<file path="src/rtl/spart_pkg.sv">
// Shared SPART definitions: receiver state encoding, oversampling constants
// and bus register addresses, used by both the receive and transmit halves.
package spart_pkg;

    typedef enum logic [2:0] {
        IDLE,
        START,
        DATA,
        STOP,
        BREAK
    } rx_state_e;

    localparam int OVERSAMPLE = 16;
    localparam int MID        = 8;

    localparam logic [1:0] ADDR_DATA   = 2'b00;
    localparam logic [1:0] ADDR_STATUS = 2'b01;

endpackage

</file>
<file path="src/rtl/spart_rx_if.sv">
// Bus-side signal bundle of the SPART receiver: serial line, baud enable,
// register access controls and the received byte with its status flags.
interface spart_rx_if;

    logic       RxD;
    logic       Enable;
    logic       IORW;
    logic [1:0] IOADDR;
    logic [7:0] rx_data;
    logic       RDA;
    logic       FE;
    logic       OE;

    modport master (
        output RxD, Enable, IORW, IOADDR,
        input  rx_data, RDA, FE, OE
    );

    modport slave (
        input  RxD, Enable, IORW, IOADDR,
        output rx_data, RDA, FE, OE
    );

endinterface

</file>
<file path="src/rtl/spart_sync.sv">
// Two-flop synchronizer for a single asynchronous input, with a selectable
// reset value so an idle-high line does not look like a start edge.
module spart_sync #(
    parameter logic RESET_VAL = 1'b0
) (
    input  logic clk,
    input  logic rst,
    input  logic d_i,
    output logic q_o
);

    logic meta_q;
    logic sync_q;

    always_ff @(posedge clk or posedge rst) begin
        if (rst) begin
            meta_q <= RESET_VAL;
            sync_q <= RESET_VAL;
        end else begin
            meta_q <= d_i;
            sync_q <= meta_q;
        end
    end

    assign q_o = sync_q;

endmodule

</file>
<file path="src/rtl/spart_rx.sv">
// SPART receive half: recovers 8N1 frames from RxD using the 16x baud enable
// and holds the last good byte with data-available and sticky error flags.
module spart_rx
    import spart_pkg::*;
(
    input  logic       clk,
    input  logic       rst,
    spart_rx_if.slave  bus
);

    localparam logic [3:0] TICK_MID  = 4'(MID - 1);
    localparam logic [3:0] TICK_LAST = 4'(OVERSAMPLE - 1);

    logic      rxs;
    rx_state_e state_q, state_d;
    logic [3:0] tick_q, tick_d;
    logic [2:0] bitCnt_q, bitCnt_d;
    logic [7:0] shreg_q, shreg_d;
    logic [7:0] rxData_q, rxData_d;
    logic       rda_q, rda_d;
    logic       fe_q, fe_d;
    logic       oe_q, oe_d;
    logic       dataRead, statusRead;
    logic       stopGood, stopBad;

    spart_sync #(.RESET_VAL(1'b1)) rxSync (
        .clk (clk),
        .rst (rst),
        .d_i (bus.RxD),
        .q_o (rxs)
    );

    assign dataRead   = bus.IORW && (bus.IOADDR == ADDR_DATA);
    assign statusRead = bus.IORW && (bus.IOADDR == ADDR_STATUS);

    always_ff @(posedge clk or posedge rst) begin
        if (rst) begin
            state_q  <= IDLE;
            tick_q   <= 4'd0;
            bitCnt_q <= 3'd0;
            shreg_q  <= 8'h00;
            rxData_q <= 8'h00;
            rda_q    <= 1'b0;
            fe_q     <= 1'b0;
            oe_q     <= 1'b0;
        end else begin
            state_q  <= state_d;
            tick_q   <= tick_d;
            bitCnt_q <= bitCnt_d;
            shreg_q  <= shreg_d;
            rxData_q <= rxData_d;
            rda_q    <= rda_d;
            fe_q     <= fe_d;
            oe_q     <= oe_d;
        end
    end

    // Frame sequencing; the 4-bit tick counter wraps from 15 to 0 on its own.
    always_comb begin
        state_d  = state_q;
        tick_d   = tick_q;
        bitCnt_d = bitCnt_q;
        shreg_d  = shreg_q;
        stopGood = 1'b0;
        stopBad  = 1'b0;
        if (bus.Enable) begin
            case (state_q)
                IDLE: begin
                    if (!rxs) begin
                        state_d = START;
                        tick_d  = 4'd0;
                    end
                end
                START: begin
                    if (tick_q == TICK_MID) begin
                        tick_d = 4'd0;
                        if (!rxs) begin
                            state_d  = DATA;
                            bitCnt_d = 3'd0;
                        end else begin
                            state_d = IDLE;
                        end
                    end else begin
                        tick_d = tick_q + 4'd1;
                    end
                end
                DATA: begin
                    tick_d = tick_q + 4'd1;
                    if (tick_q == TICK_LAST) begin
                        shreg_d  = {rxs, shreg_q[7:1]};
                        bitCnt_d = bitCnt_q + 3'd1;
                        if (bitCnt_q == 3'd7) begin
                            state_d = STOP;
                        end
                    end
                end
                STOP: begin
                    tick_d = tick_q + 4'd1;
                    if (tick_q == TICK_LAST) begin
                        if (rxs) begin
                            stopGood = 1'b1;
                            state_d  = IDLE;
                        end else begin
                            stopBad = 1'b1;
                            state_d = BREAK;
                        end
                    end
                end
                BREAK: begin
                    if (rxs) begin
                        state_d = IDLE;
                    end
                end
                default: state_d = IDLE;
            endcase
        end
    end

    // Reads clear first so that a completing frame or error in the same cycle wins.
    always_comb begin
        rxData_d = rxData_q;
        rda_d    = rda_q;
        fe_d     = fe_q;
        oe_d     = oe_q;
        if (dataRead) begin
            rda_d = 1'b0;
        end
        if (statusRead) begin
            fe_d = 1'b0;
            oe_d = 1'b0;
        end
        if (stopGood) begin
            rxData_d = shreg_q;
            rda_d    = 1'b1;
            if (rda_q && !dataRead) begin
                oe_d = 1'b1;
            end
        end
        if (stopBad) begin
            fe_d = 1'b1;
        end
    end

    assign bus.rx_data = rxData_q;
    assign bus.RDA     = rda_q;
    assign bus.FE      = fe_q;
    assign bus.OE      = oe_q;

endmodule

</file>
<file path="src/flat_wrapper.sv">
// flat-port wrapper written by rule: the top's interface ports become plain ports
module spart_rx_flat import spart_pkg::*;
  (clk, rst, bus_RxD, bus_Enable, bus_IORW, bus_IOADDR, bus_rx_data, bus_RDA, bus_FE, bus_OE);
  spart_rx_if bus_i ();
  input  logic clk;
  input  logic rst;
  input wire logic [$bits(bus_i.RxD)-1:0] bus_RxD;
  input wire logic [$bits(bus_i.Enable)-1:0] bus_Enable;
  input wire logic [$bits(bus_i.IORW)-1:0] bus_IORW;
  input wire logic [$bits(bus_i.IOADDR)-1:0] bus_IOADDR;
  output wire logic [$bits(bus_i.rx_data)-1:0] bus_rx_data;
  output wire logic [$bits(bus_i.RDA)-1:0] bus_RDA;
  output wire logic [$bits(bus_i.FE)-1:0] bus_FE;
  output wire logic [$bits(bus_i.OE)-1:0] bus_OE;
  assign bus_i.RxD = bus_RxD;
  assign bus_i.Enable = bus_Enable;
  assign bus_i.IORW = bus_IORW;
  assign bus_i.IOADDR = bus_IOADDR;
  assign bus_rx_data = bus_i.rx_data;
  assign bus_RDA = bus_i.RDA;
  assign bus_FE = bus_i.FE;
  assign bus_OE = bus_i.OE;
  spart_rx u_core (.clk(clk), .rst(rst), .bus(bus_i));
endmodule
</file>
<file path="config.mk">
export PLATFORM = sky130hd
export DESIGN_NAME = spart_rx_flat
export DESIGN_NICKNAME = d
export VERILOG_FILES = /design/src/rtl/spart_pkg.sv /design/src/rtl/spart_rx_if.sv /design/src/rtl/spart_sync.sv /design/src/rtl/spart_rx.sv /design/src/flat_wrapper.sv
export SDC_FILE = /design/constraint.sdc
export NUM_CORES = 1
export LEC_CHECK = 0
export BUFFER_PORTS_ARGS = -buffer_cell sky130_fd_sc_hd__buf_4
export CELL_PAD_IN_SITES_DETAIL_PLACEMENT = 0
export CELL_PAD_IN_SITES_GLOBAL_PLACEMENT = 1
export CORE_UTILIZATION = 49
export CTS_CLUSTER_DIAMETER = 50
export DETAILED_ROUTE_END_ITERATION = 6
export PLACE_DENSITY_LB_ADDON = 0.1
export SYNTH_ARGS = -nofsm -noshare
export SYNTH_HDL_FRONTEND = slang
export SYNTH_SLANG_ARGS = --single-unit
export TNS_END_PERCENT = 1
</file>
<file path="constraint.sdc">
create_clock -name clk -period 4.2 [get_ports clk]
set_input_delay 0.84 -clock clk [delete_from_list [all_inputs] [get_ports clk]]
set_output_delay 0.84 -clock clk [all_outputs]
set_load 0.1 [all_outputs]
</file>
==> results.toml <==
[setup_path]
crit_path_max_incr_delay_ps = 570
critPathBufInv = 0
end_kind = "flop"
crit_family = "flip-flops"
crit_slowest_cell = "dfrtp_1"
path_class = "flop to flop"
required_ps = 4420
start_kind = "flop"
cp_cell_sequence = "xor2_1 -> a311oi_2 -> nor3_1 -> mux2_2"
cp.arrival_ps = 2190
path_max_fanout = 11

[die]
die-area_sq_um = 3200
die_y_um = 56.6
coreArea_sq_um = 2780
rows = 19
start_util_pct = 52.5
ios = 18
die_x_um = 56.6

[timing]
hold_viol = 0
rsz0062_at_grt = "false"
maxSlewViolCount = 0
slew_headroom_pct = 64.6
setup_ws_ps = 2230
max_freq_mhz = 508
setup_tns_ps = 0
worstMarginPinSlew_ps = 527
finalCriticalPeriod_ps = 1970
final.period_utilization_pct = 46.9
skew_ps = 10.4
setup_viol = 0

[yosys]
synth-seq-cells = 31
async_reset_ff_share_pct = 100
ys_types = 35
synth_edf_count = 0
seq_area_frac_synth_pct = 53.3
synthDominantAreaCellType = "dfrtp_1"
synthTopCellsByArea = "dfrtp_1, mux2_2, dfstp_2"
ys.warnings.count = 0
synth_top_area_share_pct = 49.7
synth_ff_type = "dfrtp_1"
synth_area_sq_um = 1460
ys_top_cells_by_count = "dfrtp_1, mux2_2, nand2_1, nor2_1"
synthesis.nets = 129
synth.most_common_cell = "dfrtp_1"
postSynthAreaPerCell_sq_um = 12.3
syn-instance-count = 119

[routing]
wl_um = 2480
drc = 0
drtIter0Drc = 31
via_per_inst = 5.60
postRouteAntennaNets = 0
route.vias.total = 958
routedWlPerCell_um = 14.5
first_pass_iters = 4

[power]
internal_power_mw = 0.603
pwr-share-comb_pct = 30.3
vdd_drop_max_mv = 0.533
switchingPower_mw = 0.330
power_density_nw_per_um2 = 554
p_seq_share_pct = 44.2
total_power_mw = 0.933
p_leak_nw = 0.847
clkPwrFrac_pct = 25.5
switching_share_pct = 35.4

[worst_hold_path]
min_path_type = "flop to flop"

[place]
placed_area_sq_um = 1600
portBuffers = 17
pre_cts_ws_ps = 2150
dp_hpwl_um = 1750
gp_congestion = 0.769

[cells_and_area]
area_growth_pct = 15.5
finalNetCount = 149
drive_gt1_share_pct = 36.4
final_core_util_pct = 60.6
antennaDiodeCount = 0
postLayoutCellArea_sq_um = 1690

[clock_tree]
cts_tree = "done"
postCtsSetupBuffers = 0
cts_hold_buffers = 0
clkTransAtPathRegs_ps = 90
numClockSinks = 31
clock_latency_ps = 330
cts_resized = 0
cts_made_buffers = 5
cts_max_level = 2
clockBufferDepth = 2
cts_root_buf = "clkbuf_4"

[grt]
grt_max_degree = 32
grt_usage_pct = 18.0
grt_pass1_vias = 938
grt_pass1_wl_um = 4280
globalRouteOverflowTotal = 0
antenna_found_initial = 0

[flow_run]
drv_cap = 0

[run_status]
status = "completed"
worst paths after layout:
check	startpoint	endpoint	slack, ps	depth (start not counted)
min in group asynchronous	rst	u_core.bus.rx_data[4]	590	3
worst min-delay path	u_core.rxSync.meta_q	u_core.rxSync.q_o	360	0
worst min register to register	u_core.rxSync.meta_q	u_core.rxSync.q_o	360	0
max in group asynchronous	rst	u_core.rxSync.meta_q	3290	3
worst max register to register	u_core.state_q[0]	u_core.bitCnt_q[2]	2230	4
worst max-delay path	u_core.state_q[0]	u_core.bitCnt_q[2]	2230	4
kinds of logic (layout without fill, tap and decap cells):
group	count (synthesis)	count (layout)	synth area share, %
multiplexers	21	21	16.1
AND/OR/NAND/NOR	34	34	13.4
flip-flops	31	31	53.3
buffers and inverters	9	30	3.34
adder cells (fa/ha/maj)	3	3	2.57
XOR/XNOR	2	2	1.20
AO/OA/AOI/OAI	19	19	10.0
state kept, by name, indices dropped and copies added, names as in the netlist:
| name | cells |
|---|---|
| u_core.bitCnt_q | 3 |
| u_core.bus.OE | 1 |
| u_core.state_q | 3 |
| u_core.bus.FE | 1 |
| u_core.rxSync.meta_q | 1 |
| u_core.bus.rx_data | 8 |
| u_core.shreg_q | 8 |
| u_core.rxSync.q_o | 1 |
| u_core.tick_q | 4 |
| u_core.bus.RDA | 1 |
final cells by class:
type | instances | area, sq um
Fill cell | 236 | 1100
Sequential cell | 31 | 778
Multi-Input combinational cell | 79 | 632
Timing Repair Buffer | 18 | 135
Clock buffer | 6 | 51.3
Tap cell | 31 | 38.8
Clock inverter | 2 | 35.0
Inverter | 4 | 15.0
routing by layer:
layer	wire [um]	up-vias	GRT usage, %	part of all wire [%]
li1	-	464	-	-
met1	1140	474	22.6	46
met2	1200	14	27.7	48
met3	93	6	6.45	3.7
met4	49	0	8.36	2.0
met5	0	-	0	0
power groups by stage:
stage	combinational (mW)	sequential, mW	clock (mW)
global route	0.311	0.425	0.261
finish	0.283	0.413	0.238
detailed placement	0.284	0.419	0
CTS	0.285	0.413	0.246
global placement	0.279	0.417	0
floorplan	0.261	0.401	0
cells in the final DEF, fill, tap and decap left out, types with 4 or more instances in the layout:
| cell type | instances |
|---|---|
| o21ai_0 | 5 |
| clkbuf_4 | 5 |
| nor3_1 | 4 |
| inv_1 | 4 |
| buf_4 | 18 |
| and2_1 | 4 |
| a21oi_1 | 5 |
| nor2_1 | 6 |
| mux2_2 | 20 |
| nand2_1 | 6 |
| dfrtp_1 | 29 |
per-stage QoR:
step | hold slack [ps] | instances
global placement | 346 | 163
detailed placement | 353 | 163
floorplan | 345 | 119
CTS | 365 | 171
finish | 363 | 171
global route | 366 | 171
worst reg2reg max path, cell delays in order, from the launching register on:
cell	delay [ps]
dfrtp_1	570
xor2_1	220
a311oi_2	190
nor3_1	500
mux2_2	390
No activity file was read; power rests on OpenSTA's default activity.
